File: src/rtl/spi_mem_ctrl_pkg.sv
// spi_mem_ctrl_pkg: shared types and constants for the SPI memory controller.
//   spi_mem_state_t   : controller FSM state encoding
//   SPI_CMD_*         : SPI opcodes (read, fast read, write)
//   SPI_ADDR_BITS     : wire address width (always 24 bits, MSB first)
//   max_int()         : elaboration-time helper for width calculations
package spi_mem_ctrl_pkg;

  localparam logic [7:0] SPI_CMD_READ      = 8'h03;
  localparam logic [7:0] SPI_CMD_FAST_READ = 8'h0B;
  localparam logic [7:0] SPI_CMD_WRITE     = 8'h02;
  localparam int         SPI_ADDR_BITS     = 24;

  typedef enum logic [2:0] {
    ST_IDLE  = 3'd0,
    ST_CMD   = 3'd1,
    ST_ADDR  = 3'd2,
    ST_DUMMY = 3'd3,
    ST_DATA  = 3'd4,
    ST_DONE  = 3'd5
  } spi_mem_state_t;

  function automatic int max_int(input int a, input int b);
    return (a > b) ? a : b;
  endfunction

endpackage

File: src/rtl/spi_mem_ctrl_clk_phase.sv
// spi_clk_phase: SCLK generator for SPI mode 0.
//   clk_in, reset_in : system clock, synchronous active-high reset
//   en_in            : high while chip select is active; low holds SCLK low
//   sclk_out         : SCLK level (low for CLK_DIV cycles, then high for CLK_DIV)
//   rise_out         : one-cycle strobe, SCLK goes high at the next clk edge
//   fall_out         : one-cycle strobe, SCLK goes low at the next clk edge
module spi_clk_phase
  import spi_mem_ctrl_pkg::*;
#(
  parameter int CLK_DIV = 1
) (
  input  logic clk_in,
  input  logic reset_in,
  input  logic en_in,
  output logic sclk_out,
  output logic rise_out,
  output logic fall_out
);

  localparam int CW = (CLK_DIV > 1) ? $clog2(CLK_DIV) : 1;

  logic [CW-1:0] cnt_q;
  logic          sclk_q;
  logic          wrap;

  // Strobes lead the SCLK transition so the top level acts on the same edge.
  assign wrap     = en_in && (cnt_q == CW'(CLK_DIV - 1));
  assign rise_out = wrap && !sclk_q;
  assign fall_out = wrap && sclk_q;
  assign sclk_out = sclk_q;

  always_ff @(posedge clk_in) begin
    if (reset_in || !en_in) begin
      cnt_q  <= '0;
      sclk_q <= 1'b0;
    end else if (wrap) begin
      cnt_q  <= '0;
      sclk_q <= ~sclk_q;
    end else begin
      cnt_q  <= cnt_q + CW'(1);
    end
  end

endmodule

File: src/rtl/spi_mem_ctrl.sv
// spi_mem_ctrl: single-request SPI memory controller (mode 0, NUM_CS selects).
//   clk_in / reset_in       : clock, synchronous active-high reset
//   req_valid_in/ready_out  : valid/ready request handshake
//   req_write_in, req_cs_sel_in, req_addr_in, req_len_in, wdata_in : request
//   rdata_out               : read bytes, byte i at [8i+:8], held until next read
//   done_out / err_out      : completion pulse / invalid-select flag
//   busy_out                : transaction in progress
//   sclk_out, mosi_out, miso_in, cs_out : SPI bus (cs_out active low)
//   state_dbg_out           : current FSM state
// Build option: SPI_MEM_CTRL_FAST_READ_EN selects opcode 0x0B plus 8 dummy
// clocks for reads; otherwise reads use 0x03 with no dummy phase.
//
// Handshake: a request is taken on an edge where req_valid_in && req_ready_out;
// all request fields are captured on that edge, and ready stays low until the
// transaction (including the CS-high gap) has finished.
module spi_mem_ctrl
  import spi_mem_ctrl_pkg::*;
#(
  parameter int ADDR_W    = 16,
  parameter int NUM_CS    = 2,
  parameter int MAX_BYTES = 2,
  parameter int CLK_DIV   = 1
) (
  input  logic                                     clk_in,
  input  logic                                     reset_in,
  input  logic                                     req_valid_in,
  output logic                                     req_ready_out,
  input  logic                                     req_write_in,
  input  logic [((NUM_CS > 1) ? $clog2(NUM_CS) : 1)-1:0] req_cs_sel_in,
  input  logic [ADDR_W-1:0]                        req_addr_in,
  input  logic [$clog2(MAX_BYTES):0]               req_len_in,
  input  logic [8*MAX_BYTES-1:0]                   wdata_in,
  output logic [8*MAX_BYTES-1:0]                   rdata_out,
  output logic                                     done_out,
  output logic                                     err_out,
  output logic                                     busy_out,
  output logic                                     sclk_out,
  output logic                                     mosi_out,
  input  logic                                     miso_in,
  output logic [NUM_CS-1:0]                        cs_out,
  output spi_mem_state_t                           state_dbg_out
);

  localparam int LEN_W  = $clog2(MAX_BYTES) + 1;
  localparam int DATA_W = 8 * MAX_BYTES;
  localparam int TX_W   = 8 + SPI_ADDR_BITS + 8 + DATA_W;
  localparam int CNT_W  = $clog2(max_int(SPI_ADDR_BITS, DATA_W));
  localparam int GAP_W  = $clog2(2 * CLK_DIV);

`ifdef SPI_MEM_CTRL_FAST_READ_EN
  localparam logic [7:0] READ_OP    = SPI_CMD_FAST_READ;
  localparam bit         READ_DUMMY = 1'b1;
`else
  localparam logic [7:0] READ_OP    = SPI_CMD_READ;
  localparam bit         READ_DUMMY = 1'b0;
`endif

  spi_mem_state_t    state_q;
  logic              ready_q, busy_q, done_q, err_q, mosi_q, write_q, dummy_q;
  logic [NUM_CS-1:0] cs_q;
  logic [LEN_W-1:0]  len_q, len_eff;
  logic [TX_W-1:0]   tx_q, frame;
  logic [DATA_W-1:0] rx_q, rx_ordered, rdata_q;
  logic [CNT_W-1:0]  bit_cnt_q;
  logic [GAP_W-1:0]  gap_q;
  logic              sel_bad, cs_active, sclk, rise, fall, last_bit;
  int                phase_last;

  assign sel_bad   = int'(req_cs_sel_in) >= NUM_CS;
  assign cs_active = (state_q == ST_CMD) || (state_q == ST_ADDR) ||
                     (state_q == ST_DUMMY) || (state_q == ST_DATA);

  // Zero length means one byte; anything above MAX_BYTES is clamped.
  always_comb begin
    if (req_len_in == '0)                   len_eff = LEN_W'(1);
    else if (int'(req_len_in) > MAX_BYTES)  len_eff = LEN_W'(MAX_BYTES);
    else                                    len_eff = req_len_in;
  end

  // Outgoing bit stream, left aligned: opcode, 24-bit address, then write data
  // (byte 0 first). Reads leave everything after the address zero, which also
  // covers the dummy byte and the read data phase.
  always_comb begin
    frame = '0;
    frame[TX_W-1 -: 8]              = req_write_in ? SPI_CMD_WRITE : READ_OP;
    frame[TX_W-9 -: SPI_ADDR_BITS]  = SPI_ADDR_BITS'(req_addr_in);
    if (req_write_in) begin
      for (int i = 0; i < MAX_BYTES; i++) begin
        frame[TX_W-33-8*i -: 8] = wdata_in[8*i +: 8];
      end
    end
  end

  // Received bits shift in at the bottom, so byte 0 ends up highest of the
  // len_q valid bytes; reverse the byte order and zero the unused bytes.
  always_comb begin
    rx_ordered = '0;
    for (int i = 0; i < MAX_BYTES; i++) begin
      if (i < int'(len_q)) rx_ordered[8*i +: 8] = rx_q[8*(int'(len_q)-1-i) +: 8];
    end
  end

  always_comb begin
    case (state_q)
      ST_ADDR: phase_last = SPI_ADDR_BITS - 1;
      ST_DATA: phase_last = 8 * int'(len_q) - 1;
      default: phase_last = 7;
    endcase
  end
  assign last_bit = (int'(bit_cnt_q) == phase_last);

  spi_clk_phase #(.CLK_DIV(CLK_DIV)) u_clk_phase (
    .clk_in   (clk_in),
    .reset_in (reset_in),
    .en_in    (cs_active),
    .sclk_out (sclk),
    .rise_out (rise),
    .fall_out (fall)
  );

  always_ff @(posedge clk_in) begin
    if (reset_in) begin
      state_q   <= ST_IDLE;
      ready_q   <= 1'b1;
      busy_q    <= 1'b0;
      done_q    <= 1'b0;
      err_q     <= 1'b0;
      mosi_q    <= 1'b0;
      write_q   <= 1'b0;
      dummy_q   <= 1'b0;
      cs_q      <= '1;
      len_q     <= '0;
      tx_q      <= '0;
      rx_q      <= '0;
      rdata_q   <= '0;
      bit_cnt_q <= '0;
      gap_q     <= '0;
    end else begin
      done_q <= 1'b0;
      err_q  <= 1'b0;
      case (state_q)
        ST_IDLE: begin
          if (req_valid_in) begin
            ready_q <= 1'b0;
            busy_q  <= 1'b1;
            if (sel_bad) begin
              // No bus activity: report the error on the very next cycle.
              state_q <= ST_DONE;
              done_q  <= 1'b1;
              err_q   <= 1'b1;
              gap_q   <= '0;
            end else begin
              state_q   <= ST_CMD;
              cs_q      <= ~(NUM_CS'(1) << req_cs_sel_in);
              mosi_q    <= frame[TX_W-1];
              tx_q      <= {frame[TX_W-2:0], 1'b0};
              rx_q      <= '0;
              bit_cnt_q <= '0;
              len_q     <= len_eff;
              write_q   <= req_write_in;
              dummy_q   <= READ_DUMMY && !req_write_in;
            end
          end
        end
        ST_CMD, ST_ADDR, ST_DUMMY, ST_DATA: begin
          if (rise && (state_q == ST_DATA)) rx_q <= {rx_q[DATA_W-2:0], miso_in};
          if (fall) begin
            mosi_q    <= tx_q[TX_W-1];
            tx_q      <= {tx_q[TX_W-2:0], 1'b0};
            bit_cnt_q <= last_bit ? '0 : bit_cnt_q + CNT_W'(1);
            if (last_bit) begin
              case (state_q)
                ST_CMD:   state_q <= ST_ADDR;
                ST_ADDR:  state_q <= dummy_q ? ST_DUMMY : ST_DATA;
                ST_DUMMY: state_q <= ST_DATA;
                default: begin
                  state_q <= ST_DONE;
                  cs_q    <= '1;
                  mosi_q  <= 1'b0;
                  done_q  <= 1'b1;
                  gap_q   <= GAP_W'(2 * CLK_DIV - 1);
                  if (!write_q) rdata_q <= rx_ordered;
                end
              endcase
            end
          end
        end
        ST_DONE: begin
          // CS-high gap before the next request may be taken.
          if (gap_q == '0) begin
            state_q <= ST_IDLE;
            ready_q <= 1'b1;
            busy_q  <= 1'b0;
          end else begin
            gap_q <= gap_q - GAP_W'(1);
          end
        end
        default: state_q <= ST_IDLE;
      endcase
    end
  end

  assign req_ready_out = ready_q;
  assign busy_out      = busy_q;
  assign done_out      = done_q;
  assign err_out       = err_q;
  assign mosi_out      = mosi_q;
  assign sclk_out      = sclk;
  assign cs_out        = cs_q;
  assign rdata_out     = rdata_q;
  assign state_dbg_out = state_q;

endmodule

File: config.mk
export PLATFORM = sky130hd
export DESIGN_NAME = spi_mem_ctrl
export DESIGN_NICKNAME = d
export VERILOG_FILES = /design/src/rtl/spi_mem_ctrl_pkg.sv /design/src/rtl/spi_mem_ctrl_clk_phase.sv /design/src/rtl/spi_mem_ctrl.sv
export SDC_FILE = /design/constraint.sdc
export NUM_CORES = 1
export LEC_CHECK = 0
export BUFFER_PORTS_ARGS = -buffer_cell sky130_fd_sc_hd__buf_2
export CAP_MARGIN = 20
export CORE_MARGIN = 8
export CORE_UTILIZATION = 52
export DETAILED_ROUTE_END_ITERATION = 7
export HOLD_SLACK_MARGIN = 0.06
export PLACE_DENSITY = 0.74
export SKIP_LAST_GASP = 1
export SYNTH_ARGS = -nofsm -noshare
export SYNTH_HDL_FRONTEND = slang
export SYNTH_HIERARCHICAL = 1
export SYNTH_SLANG_ARGS = --single-unit
export TNS_END_PERCENT = 30
File: constraint.sdc
create_clock -name clk_in -period 4.5 [get_ports clk_in]
set_clock_uncertainty 0.15 [all_clocks]
set_input_delay 0 -clock clk_in [delete_from_list [all_inputs] [get_ports clk_in]]
set_output_delay 0 -clock clk_in [all_outputs]
set_load 0.05 [all_outputs]
==> results.md <==
* Total grt overflow at 0
* Via-per-instance ratio at 5.498
* Detailed placement HPWL at 6.321 mm
* Sw Share at 25.49%
* Register share of total power at between 50% and 60%
* Core Rows at 34
* Post-synth EDFFs at 0
* Synth warn at 6
* Fmax at 270.2 MHz
* Total GRT Usage at 18.99%
* Cell area after synthesis at 4524 µm²
* Yosys reg bits at ~100
* Final net count at 671
* DR vias at between 4000 and 5000
* Initial Util at 52.65%
* DR WL/cell at 14.71 µm
* Post-Syn Nets at 578
* Metal2 WL at 5.288 mm
* Most common cell in the netlist: nand2_1
* Max-slew headroom at 38.13%
* Post-CTS Resized at 0
* Critical path peak fanout at 81
* Clock Path Buffers at 2
* Cell variety after synth at 56
* CTS Hold Bufs at 53
* Final Hold Viols at 0
* Num ports at 67
* Post-synth top area share at 43.81%
* Drt pass-1 iters at 4
* Postcts setup bufs at 0
* Die X at around 110 µm
* Internal at 1.386 mW
* Setup TNS at 0 ps
* Tot Pwr at 1.860 mW
* Crit end category: register
* DR top layer: met4
* Syn_area_per_cell at 8.457 µm²
* Ratio of final minimum period to clock period at between 80% and 90%
* ANT cells at 0
* Initial antenna violation count at 0
* Largest net degree at the start of global routing at a little under 100
* Power Density at 330.7 nW/µm²
* P&R area growth vs syn at 24.28%
* Top post-synthesis cells by area: dfxtp_1 44%, nand2_1 8.5%, a311oi_1 6.0%
* PortBufs at 64
* CTS tree: done
* Synth area leader: dfxtp_1
* RSZ-0062 raised after global routing: false
* Total CTS buffers at 9
* Register area at 1982 µm²
* Sw power at 0.4740 mW
* DRT Wirelength at 10.90 mm
* H-tree levels at 3
* Post-route ant nets at 0
* Minimum clock period at 3701 ps
* Synth cell count leaders: 102 x nand2_1, 99 x dfxtp_1, 48 x nand3_1, 48 x nor2_1, 39 x a21oi_1
* Post-synth ARST share at 0%
* Req. time, crit path at 4650 ps
* Worst-path clk slew at ~100 ps
* Setup violators final at 0
* M1 wire length at 4.809 mm
* Status: finished, final reports clean
* Die ar. at 11940 µm²
* LEAKAGE at approximately 2.0 nW
* Fin. max-slew vios at 0
* Sink Count at 99
* WHS at 179.5 ps
* Clk root buf: clkbuf_8
* Tightest Pin Transition at 928.1 ps
* Gpl congestion at 0.7372
* Maximum vdd drop at 0.1616 mV
* Later-pin clock latency in the skew report at between 300 and 400 ps
* Synth Instances at 535
* Vias in the first global route at roughly 4000
* Setup crit start kind: register
* Maxcap violations at 0
* Fillers at between 700 and 800
* Initial detailed-routing violation count at 202
* Area of the multi-input gates at 2323 µm²
* First-pass GRT wire length at between 15 and 20 mm
* Die outline height at 109.3 µm
* DRC viols at 0
* Top FF cell, synth: dfxtp_1
* Critical Path AT at 3850 ps
* Core ar. at 8593 µm²
* Met3 WL at ~650 µm
* Clk pwr share at 38.0%
* HP Class: in -> reg
* Kind of critical path: reg -> reg
* Sequential area share after synthesis at 43.81%
* Share of total power in combinational logic at 12.0%
* Non-filler cells, final at 741
* Share of layout cells above drive strength 1 at 18.17%
* Placed cell count at 672
==> cell families (layout without fill, tap and decap cells) <==
| group | Yosys count | in the layout | synth area share (%) |
|---|---|---|---|
| compound gates | 100 | 100 | 16.23 |
| xor+xnor | 5 | 5 | 1.134 |
| fa+ha+maj | 3 | 3 | 0.8297 |
| buf+inv | 49 | 147 | 4.840 |
| flops | 99 | 99 | 43.81 |
| mux | 31 | 31 | 7.163 |
| other cells | 2 | 2 | 0.1660 |
| simple gates | 246 | 246 | 25.83 |
==> worst max-delay path: stages (launching register included) <==
cell           delay (ps)
dfxtp_1               640
nor2_4                160
xor2_2                170
buf_4                 260
inv_2                 100
and3b_2               240
nor2b_1               250
mux2_2                190
buf_4                 590
nand4_1               150
dlygate4sd3_1         590
a21oi_1               130
==> through the flow <==
stage               worst slack [ps]  util [%]  cell area (µm²)
finish                         798.9     65.43             5623
CTS                            806.0     65.43             5623
global placement                1286     56.36             4843
floorplan                       1372         -             4524
detailed placement              1180     56.36             4843
global route                   486.1     65.43             5623
==> flip-flops by register name, summed over array words and instances (netlist names), 2 cells and up <==
name,cells
state_dbg_out,3
bit_cnt_q,5
len_q,2
tx_q,47
rx_q,16
cs_out,2
rdata_out,16
==> power groups by stage <==
stage	sequential [mW]	clock, mW	combinational, mW
after floorplan	0.954	0	0.130
after global placement	0.948	0	0.177
after detailed placement	0.950	0	0.182
after CTS	0.930	0.713	0.217
after global routing	0.935	0.755	0.245
final	0.931	0.706	0.223
==> worst paths after layout <==
kind | start | to | slack [ps] | cells past startpoint
worst min register to register | tx_q[55] | tx_q[55] | 310 | 2
worst max register to register | state_dbg_out[1] | tx_q[9] | 800 | 11
worst min-delay path | reset_in | state_dbg_out[0] | 180 | 3
worst max-delay path | state_dbg_out[1] | tx_q[9] | 800 | 11
==> layout by cell type (no fill, tap or decap), types with 2 or more instances in the layout <==
master           n
nand4_1          2
a21oi_1         39
a311oi_1        31
o22ai_1          3
xor2_1           3
conb_1           2
inv_1            5
dfxtp_1         99
a22o_1           8
o211ai_1         2
o21ai_1          2
nand2_1        102
ha_1             3
nor2_1          48
buf_4            8
buf_2           64
clkbuf_8        10
nor3b_2          2
or3_1            2
dlygate4sd3_1   53
bufinv_16        3
mux2i_1         20
mux2_2          11
o21ai_0          3
a211oi_1         2
nor3_1           8
nand2b_1        19
nand3_1         48
==> area by class of cell <==
type	instances	share of cell area, %
flip-flops and latches	99	35.25
clock buffers	10	2.448
multi-input cells	387	41.32
well taps	108	2.403
inverters	6	0.4005
repair buffers	125	16.20
clock inverters	6	1.980
==> per-layer routing <==
metal / GRT usage [%] / vias to the layer above
li1: - / 2053
met1: 23.39 / 1896
met2: 32.11 / 111
met3: 4.433 / 14
met4: 5.979 / 0
met5: 0 / -
(Power assumes the default switching activity.)
